==> config.mk <==
export PLATFORM = sky130hd
export DESIGN_NAME = ysyx_22040386_mem_arbiter
export DESIGN_NICKNAME = d
export VERILOG_FILES = /design/src/rtl/ysyx_22040386_mem_arbiter.sv
export SDC_FILE = /design/constraint.sdc
export NUM_CORES = 1
export LEC_CHECK = 0
export CORE_AREA = 4 4 212 214
export DETAILED_ROUTE_END_ITERATION = 6
export DIE_AREA = 0 0 216 218
export PLACE_DENSITY = 0.54
export SLEW_MARGIN = 20
export SYNTH_ARGS = -nofsm -noshare
export SYNTH_HDL_FRONTEND = slang
export SYNTH_SLANG_ARGS = --single-unit
==> constraint.sdc <==
create_clock -name i_ARB_clk -period 2 [get_ports i_ARB_clk]
set_input_delay 0.3 -clock i_ARB_clk [delete_from_list [all_inputs] [get_ports i_ARB_clk]]
set_output_delay 0.3 -clock i_ARB_clk [all_outputs]
set_load 0.01 [all_outputs]
==> src/rtl/ysyx_22040386_mem_arbiter.sv <==
// Arbiter sharing one memory bus port between instruction fetch and the MEM stage.
// One transaction in flight; MEM has priority, a starvation guard lets IF through.
module ysyx_22040386_mem_arbiter #(
  parameter int ADDR_W       = 64,
  parameter int DATA_W       = 64,
  parameter int STARVE_LIMIT = 4,
  parameter int TIMEOUT      = 255
) (
  input  logic              i_ARB_clk,
  input  logic              i_ARB_rst,
  input  logic              i_ARB_if_req,
  input  logic [ADDR_W-1:0] i_ARB_if_addr,
  output logic              o_ARB_if_ready,
  output logic              o_ARB_if_rvalid,
  output logic [DATA_W-1:0] o_ARB_if_rdata,
  output logic              o_ARB_if_err,
  input  logic              i_ARB_mem_req,
  input  logic              i_ARB_mem_wen,
  input  logic [ADDR_W-1:0] i_ARB_mem_addr,
  input  logic [DATA_W-1:0] i_ARB_mem_wdata,
  input  logic [7:0]        i_ARB_mem_wmask,
  output logic              o_ARB_mem_ready,
  output logic              o_ARB_mem_rvalid,
  output logic [DATA_W-1:0] o_ARB_mem_rdata,
  output logic              o_ARB_mem_err,
  input  logic              i_ARB_flush,
  output logic              o_ARB_bus_req,
  output logic              o_ARB_bus_wen,
  output logic [ADDR_W-1:0] o_ARB_bus_addr,
  output logic [DATA_W-1:0] o_ARB_bus_wdata,
  output logic [7:0]        o_ARB_bus_wmask,
  input  logic              i_ARB_bus_gnt,
  input  logic              i_ARB_bus_rvalid,
  input  logic [DATA_W-1:0] i_ARB_bus_rdata,
  output logic [1:0]        o_ARB_dbg_state
);

  // Handshakes: a requester holds req+payload until its 1-cycle ready pulse
  // (combinational, IDLE only); the response is a 1-cycle rvalid pulse with
  // rdata/err, which hold their value between pulses.
  typedef enum logic [1:0] {
    S_IDLE = 2'd0,
    S_REQ  = 2'd1,
    S_WAIT = 2'd2
  } state_t;

  localparam int SW = $clog2(STARVE_LIMIT + 1);
  localparam logic [SW-1:0] STARVE_MAX = SW'(STARVE_LIMIT);
  localparam logic [7:0]    TO_LAST    = 8'(TIMEOUT - 1);

  state_t      state, state_next;
  logic [SW-1:0] starve_cnt;
  logic [7:0]  to_cnt;
  logic        owner_mem;
  logic        drop;

  logic grant_if, grant_mem;
  logic busy, timed_out, bus_done, drop_now;

  assign busy      = (state == S_REQ) || (state == S_WAIT);
  // Fires in the TIMEOUT-th cycle spent in REQ/WAIT; the error pulse follows.
  assign timed_out = busy && (to_cnt == TO_LAST);
  assign bus_done  = (state == S_WAIT) && i_ARB_bus_rvalid;
  assign drop_now  = drop || (i_ARB_flush && !owner_mem);

  assign o_ARB_if_ready  = grant_if;
  assign o_ARB_mem_ready = grant_mem;
  assign o_ARB_dbg_state = state;

  always_comb begin
    grant_if  = 1'b0;
    grant_mem = 1'b0;
    if (state == S_IDLE && !i_ARB_rst) begin
      if (starve_cnt == STARVE_MAX && i_ARB_if_req) grant_if = 1'b1;
      else if (i_ARB_mem_req)                       grant_mem = 1'b1;
      else if (i_ARB_if_req && !i_ARB_flush)        grant_if = 1'b1;
    end
  end

  always_comb begin
    state_next = state;
    unique case (state)
      S_IDLE: if (grant_if || grant_mem) state_next = S_REQ;
      S_REQ: begin
        if (timed_out)          state_next = S_IDLE;
        else if (i_ARB_bus_gnt) state_next = S_WAIT;
      end
      S_WAIT: if (bus_done || timed_out) state_next = S_IDLE;
      default: state_next = S_IDLE;
    endcase
  end

  always_ff @(posedge i_ARB_clk) begin
    if (i_ARB_rst) begin
      state            <= S_IDLE;
      starve_cnt       <= '0;
      to_cnt           <= '0;
      owner_mem        <= 1'b1;
      drop             <= 1'b0;
      o_ARB_if_rvalid  <= 1'b0;
      o_ARB_if_rdata   <= '0;
      o_ARB_if_err     <= 1'b0;
      o_ARB_mem_rvalid <= 1'b0;
      o_ARB_mem_rdata  <= '0;
      o_ARB_mem_err    <= 1'b0;
      o_ARB_bus_req    <= 1'b0;
      o_ARB_bus_wen    <= 1'b0;
      o_ARB_bus_addr   <= '0;
      o_ARB_bus_wdata  <= '0;
      o_ARB_bus_wmask  <= '0;
    end else begin
      state            <= state_next;
      o_ARB_if_rvalid  <= 1'b0;
      o_ARB_mem_rvalid <= 1'b0;
      if (state == S_IDLE) begin
        if (grant_if || !i_ARB_if_req)             starve_cnt <= '0;
        else if (grant_mem && starve_cnt != STARVE_MAX) starve_cnt <= starve_cnt + SW'(1);
        if (grant_mem) begin
          owner_mem       <= 1'b1;
          o_ARB_bus_req   <= 1'b1;
          o_ARB_bus_wen   <= i_ARB_mem_wen;
          o_ARB_bus_addr  <= i_ARB_mem_addr;
          o_ARB_bus_wdata <= i_ARB_mem_wdata;
          o_ARB_bus_wmask <= i_ARB_mem_wmask;
          to_cnt          <= '0;
        end else if (grant_if) begin
          owner_mem       <= 1'b0;
          o_ARB_bus_req   <= 1'b1;
          o_ARB_bus_wen   <= 1'b0;
          o_ARB_bus_addr  <= i_ARB_if_addr;
          o_ARB_bus_wdata <= '0;
          o_ARB_bus_wmask <= '0;
          to_cnt          <= '0;
        end
      end else if (busy) begin
        to_cnt <= to_cnt + 8'd1;
        if (i_ARB_flush && !owner_mem) drop <= 1'b1;
        if (bus_done || timed_out) begin
          o_ARB_bus_req <= 1'b0;
          drop          <= 1'b0;
          if (owner_mem) begin
            o_ARB_mem_rvalid <= 1'b1;
            o_ARB_mem_err    <= !bus_done;
            if (!bus_done)          o_ARB_mem_rdata <= '1;
            else if (o_ARB_bus_wen) o_ARB_mem_rdata <= '0;
            else                    o_ARB_mem_rdata <= i_ARB_bus_rdata;
          end else if (!drop_now) begin
            // A flushed fetch still drains the bus but reports nothing.
            o_ARB_if_rvalid <= 1'b1;
            o_ARB_if_err    <= !bus_done;
            o_ARB_if_rdata  <= bus_done ? i_ARB_bus_rdata : '1;
          end
        end else if (state == S_REQ && i_ARB_bus_gnt) begin
          o_ARB_bus_req <= 1'b0;
        end
      end
    end
  end

endmodule

* Yosys cells after proc, flatten, opt, wreduce, memory -nomap -nowiden *
Cells that the tools add are included.

storage, ports and cells
  output and inout port bits = 274
  register bits = 285
  input bits = 272
  logic and storage cells = 105

operators by class
  add/subtract/negate cells = 2
  muxes and demuxes = 39
  reduce and logical (&&, ||, !) cells = 34
  equal/unequal tests = 9
  bitwise logic cells = 5

operators by type and width
  cell                 number
  $mux 64              7
  $mux 8               5
  $mux 1               20
  $ne 3x3->1 const B   3
  $reduce_and 3->1     3
  $add 8x1->8 const B  1
  $eq 8x8->1 const B   1
  $logic_and 1x1->1    8
  $mux 2               4
  $reduce_bool 2->1    4
  $mux 3               2
  $pmux 2 s3           1
  $reduce_and 2->1     3
  $logic_not 1->1      5
  $logic_or 1x1->1     5
  $not 1->1            5
  $reduce_and 5->1     1
  $reduce_or 5->1      1
  $ne 2x1->1 const B   2
  $reduce_and 4->1     1
  $reduce_or 4->1      1
  $add 3x1->3 const B  1
  $eq 3x3->1 const B   1
  $reduce_bool 3->1    1
  other kinds (3)      3

* Logic depth before layout (Yosys ltp) *
  depth after elaboration = 9
  depth in mapped cells = 10
  gate-level depth less buffers = 7

* Worst setup path after synthesis *
Ideal clock, no wire load.

  path kind = register -> register
  from = register state[0], in the netlist o_ARB_dbg_state[0]
  to = register o_ARB_mem_rdata[35]
  setup time = 0.132 ns
  buffers on the path = 4
  period minus slack after synthesis = 2.019 ns
  cell stages (with the launch flop) = 11
  required time = 1.868 ns
  slack = -0.019 ns
  arrival time = 1.887 ns
  cells stage by stage = dfxtp_1 -> inv_1 -> ha_1 -> buf_4 -> nand2b_4 -> buf_6 -> or3_1 -> buf_6 -> buf_6 -> a21oi_1 -> nor3_1

between the ends
  cells in the longest elaborated chain, start to end = 5
  elaborated cells on any way between the ends = 10
  those cells by class = eq/ne (2); mux (1); bitwise (1); reduce/logical (6)

RTL lines
  item                                      RTL line  text
  start, declared                           51        state_t state, state_next;
  start signal, assigned                    112       state <= state_next;
  $eq 2x1->1 or $eq 2x2->1 (tied branches)  60, 63
  $logic_or 1x1->1                          60        assign busy = (state == S_REQ) || (state == S_WAIT);
  $logic_and 1x1->1                         62        assign timed_out = busy && (to_cnt == TO_LAST);
  $logic_or 1x1->1                          138       if (bus_done || timed_out) begin
  $reduce_and 4->1 (no line)                --
  end signal, assigned                      146       else o_ARB_mem_rdata <= i_ARB_bus_rdata;
  end, declared                             24        output logic [DATA_W-1:0] o_ARB_mem_rdata,

Parallel ways exist; a longest one is shown, timed or not.
A chain may end at the register's enable or synchronous reset.

* Final worst setup path *
  from = register state[0], in the netlist o_ARB_dbg_state[0]
  to = output o_ARB_if_ready

between the ends
  cells in the longest elaborated chain, start to end = 3

RTL lines
  item               RTL line  text
  $logic_not 2->1    73        if (state == S_IDLE && !i_ARB_rst) begin
  $logic_and 1x1->1  73
  $mux 1             73
  end, declared      13        output logic o_ARB_if_ready,

No other way between the ends.

==> results.json <==
{
  "outcome": "complete, no violations",
  "start_kind": "flop",
  "start_util": 0.259,
  "grt_antenna_before_repair": 11,
  "synth_common_cells": "dfxtp_1, a31oi_1, nand2_1, nor3_1, a22o_1",
  "synth_edf_count": 0,
  "clkPwrFrac": 0.417,
  "seq_area_frac_synth": 0.514,
  "finalSetupViolCount": 0,
  "insertion_delay_ns": 0.54,
  "hold_end": "o_ARB_bus_addr[7]$_SDFFE_PP0P_",
  "endpoint_kind": "output pin",
  "worst_pin_slew_ns": 0.831,
  "rows": 76,
  "grt_pass1_wl_um": 73900,
  "final_util": 0.445,
  "reg2reg_to": "o_ARB_dbg_state[0]$_SDFFE_PP0P_",
  "yosys.area.top_type": "dfxtp_1",
  "grt_setup_unrepaired": "yes",
  "clock_path_buffers": 3,
  "nFillCells": 4239,
  "p_total_w": 0.0161,
  "numClockSinks": 285,
  "die_w_um": 216,
  "min_period_over_period": 0.985,
  "slew_violations": 0,
  "via_per_inst": 4.95,
  "skew_ns": 0.0267,
  "syn_area_um2": 11100,
  "max-slew-margin-rel": 0.446,
  "routed-via-count": 11900,
  "ys_seq_elements": 285,
  "grt_pass1_vias": 11900,
  "syn_inst": 1247,
  "drc": 0,
  "multi_input_area_um2": 4720,
  "p_per_area_nw_per_um2": 842,
  "async_flop_share": 0,
  "min_path_type": "in2reg",
  "irDropWorstVdd_mv": 0.502,
  "drive_gt1_frac": 0.111,
  "root_buffer": "clkbuf_16",
  "syn_nets": 1527,
  "drt_iter0_markers": 825,
  "grt_overflow_total": 0,
  "required_ns": 1.70,
  "drt_first_pass_iters": 5,
  "yosysWarnings": 0,
  "holdCritStartpoint": "i_ARB_mem_addr[7]",
  "yosysTopAreaCellShare": 0.514,
  "ant_nets": 0,
  "grtUsageTotal": 0.200,
  "ioPinCount": 546,
  "pwr-share-seq": 0.385,
  "fin_nets": 2078,
  "cts_buffers": 36,
  "ys.flop_type": "dfxtp_1",
  "crit_arrival_ns": 1.67,
  "avgSynthCellArea_um2": 8.89,
  "areaGrowthSynthToFinish_pct": 72.0,
  "seq_area_um2": 5710,
  "fp.dieArea_um2": 47100,
  "totalWireLength_um": 51100,
  "synth.most_common_cell": "dfxtp_1",
  "cap_violations": 0,
  "leakage_nw": 6.95,
  "worstSetupPathType": "reg2out",
  "htree_num_levels": 2,
  "wl_per_cell_um": 21.2,
  "max_freq_ghz": 0.508,
  "coreArea_um2": 42900,
  "antenna_cells": 0,
  "cts_tree": "done",
  "r2r_cells": 12,
  "p_sw_w": 0.00423,
  "hpwl_um": 36000,
  "swShare": 0.263,
  "cp_max_fo": 3,
  "hold_violations": 0,
  "internal_power_w": 0.0118,
  "gp_congestion": 0.836,
  "r2r_slack_ns": 0.08,
  "ys_types": 48,
  "die_h_um": 218,
  "pwr-share-comb": 0.199,
  "grt_max_degree": 143,
  "holdPathStages": 3,
  "portBuffers": 545,
  "path_clk_slew_ns": 0.06,
  "fin_crit_ns": 1.97,
  "rr_startpoint": "o_ARB_dbg_state[1]$_SDFFE_PP0P_",
  "synthTopCellsByArea": "dfxtp_1, a31oi_1, nor3_1, a22o_1, nand2_1"
}
-- repair_timing --
action                     4_1_cts  5_1_grt
hold buffers                     0        0
gates resized for setup         28       11
pin swaps                        4        6
hold endpoints to repair         0        0
setup endpoints to repair       23       84
cloned                           0        6
setup buffers                   11        9
-- cell type report --
cell class | count | share of cell area
clock inverter | 10 | 0.00741
timing repair buffer | 647 | 0.348
inverter | 12 | 0.00249
tap | 585 | 0.0384
clock buffer | 56 | 0.0570
sequential | 285 | 0.299
multi-input combinational | 816 | 0.248
-- worst max path at each step --
stage,start,end,slack (ns),cells after the start
final,o_ARB_dbg_state[0]$_SDFFE_PP0P_,o_ARB_if_ready,0.03,6
after global routing,o_ARB_dbg_state[0]$_SDFFE_PP0P_,o_ARB_if_ready,-0.04,6
after floorplan,o_ARB_dbg_state[1]$_SDFFE_PP0P_,o_ARB_mem_rdata[35]$_SDFFE_PP0P_,0.003,10
after CTS,starve_cnt[1]$_SDFFE_PP0P_,o_ARB_if_ready,0.01,6
after detailed placement,i_ARB_mem_req,o_ARB_mem_ready,-0.11,4
after global placement,i_ARB_if_req,o_ARB_mem_ready,-0.10,5
-- state kept, by name, indices dropped and copies added, names as in the netlist --
signal	count
o_ARB_mem_rvalid	1
owner_mem	1
to_cnt	8
o_ARB_if_rdata	64
o_ARB_if_err	1
o_ARB_bus_wdata	64
starve_cnt	3
o_ARB_if_rvalid	1
o_ARB_bus_wmask	8
o_ARB_dbg_state	2
o_ARB_mem_err	1
o_ARB_bus_wen	1
o_ARB_mem_rdata	64
o_ARB_bus_addr	64
o_ARB_bus_req	1
drop	1
-- through the flow --
stage	TNS, ns	std cells	hold WS [ns]	area, µm²	setup slack (ns)
after floorplan	0	1247	0.433	11100	0.00323
after global placement	-3.98	2319	0.447	17400	-0.100
after detailed placement	-6.61	2319	0.456	17400	-0.110
after CTS	0	2396	0.281	18800	0.00977
after global routing	-0.0443	2411	0.302	19100	-0.0443
final	0	2411	0.316	19100	0.0300
-- cells by family (layout without fill, tap and decap cells) --
kind of cell | Yosys count | in the layout | synth area share
XOR/XNOR | 2 | 2 | 0.00158
multiplexers | 7 | 7 | 0.00632
AND/OR/NAND/NOR | 373 | 373 | 0.149
buffers and inverters | 146 | 725 | 0.0699
adder cells (fa/ha/maj) | 8 | 8 | 0.00902
AO/OA/AOI/OAI | 426 | 426 | 0.250
flip-flops | 285 | 285 | 0.514
-- power groups by stage --
stage	clock, W	sequential, W	combinational (W)
floorplan	0	0.00644	0.00104
detailed placement	0	0.00630	0.00304
finish	0.00670	0.00619	0.00319
CTS	0.00689	0.00618	0.00312
global route	0.00709	0.00622	0.00341
global placement	0	0.00629	0.00302
-- routing by layer --
layer / track usage / share of wire / wire (µm)
met3: 0.0801 / 0.097 / 4950
met1: 0.236 / 0.40 / 20300
met4: 0.0702 / 0.030 / 1530
met5: 0 / 0.0029 / 149
met2: 0.333 / 0.47 / 24100
-- layout by cell type (no fill, tap or decap), drive strengths merged, types with 66 or more instances in the layout --
| cell type | n |
|---|---|
| o21ai | 66 |
| nor3 | 134 |
| dfxtp | 285 |
| nand2 | 134 |
| nor2 | 72 |
| clkdlybuf4s50 | 542 |
| a22o | 74 |
| buf | 100 |
| a21oi | 70 |
| a31oi | 195 |
-- worst max-delay path, cell delays in order (launching register included) --
cell and delay, ns:
dfxtp_2 0.32, inv_2 0.08, ha_4 0.15, nor2b_4 0.18, buf_6 0.12, and3_4 0.19, buf_6 0.10
Power figures use the tool's default switching activity.
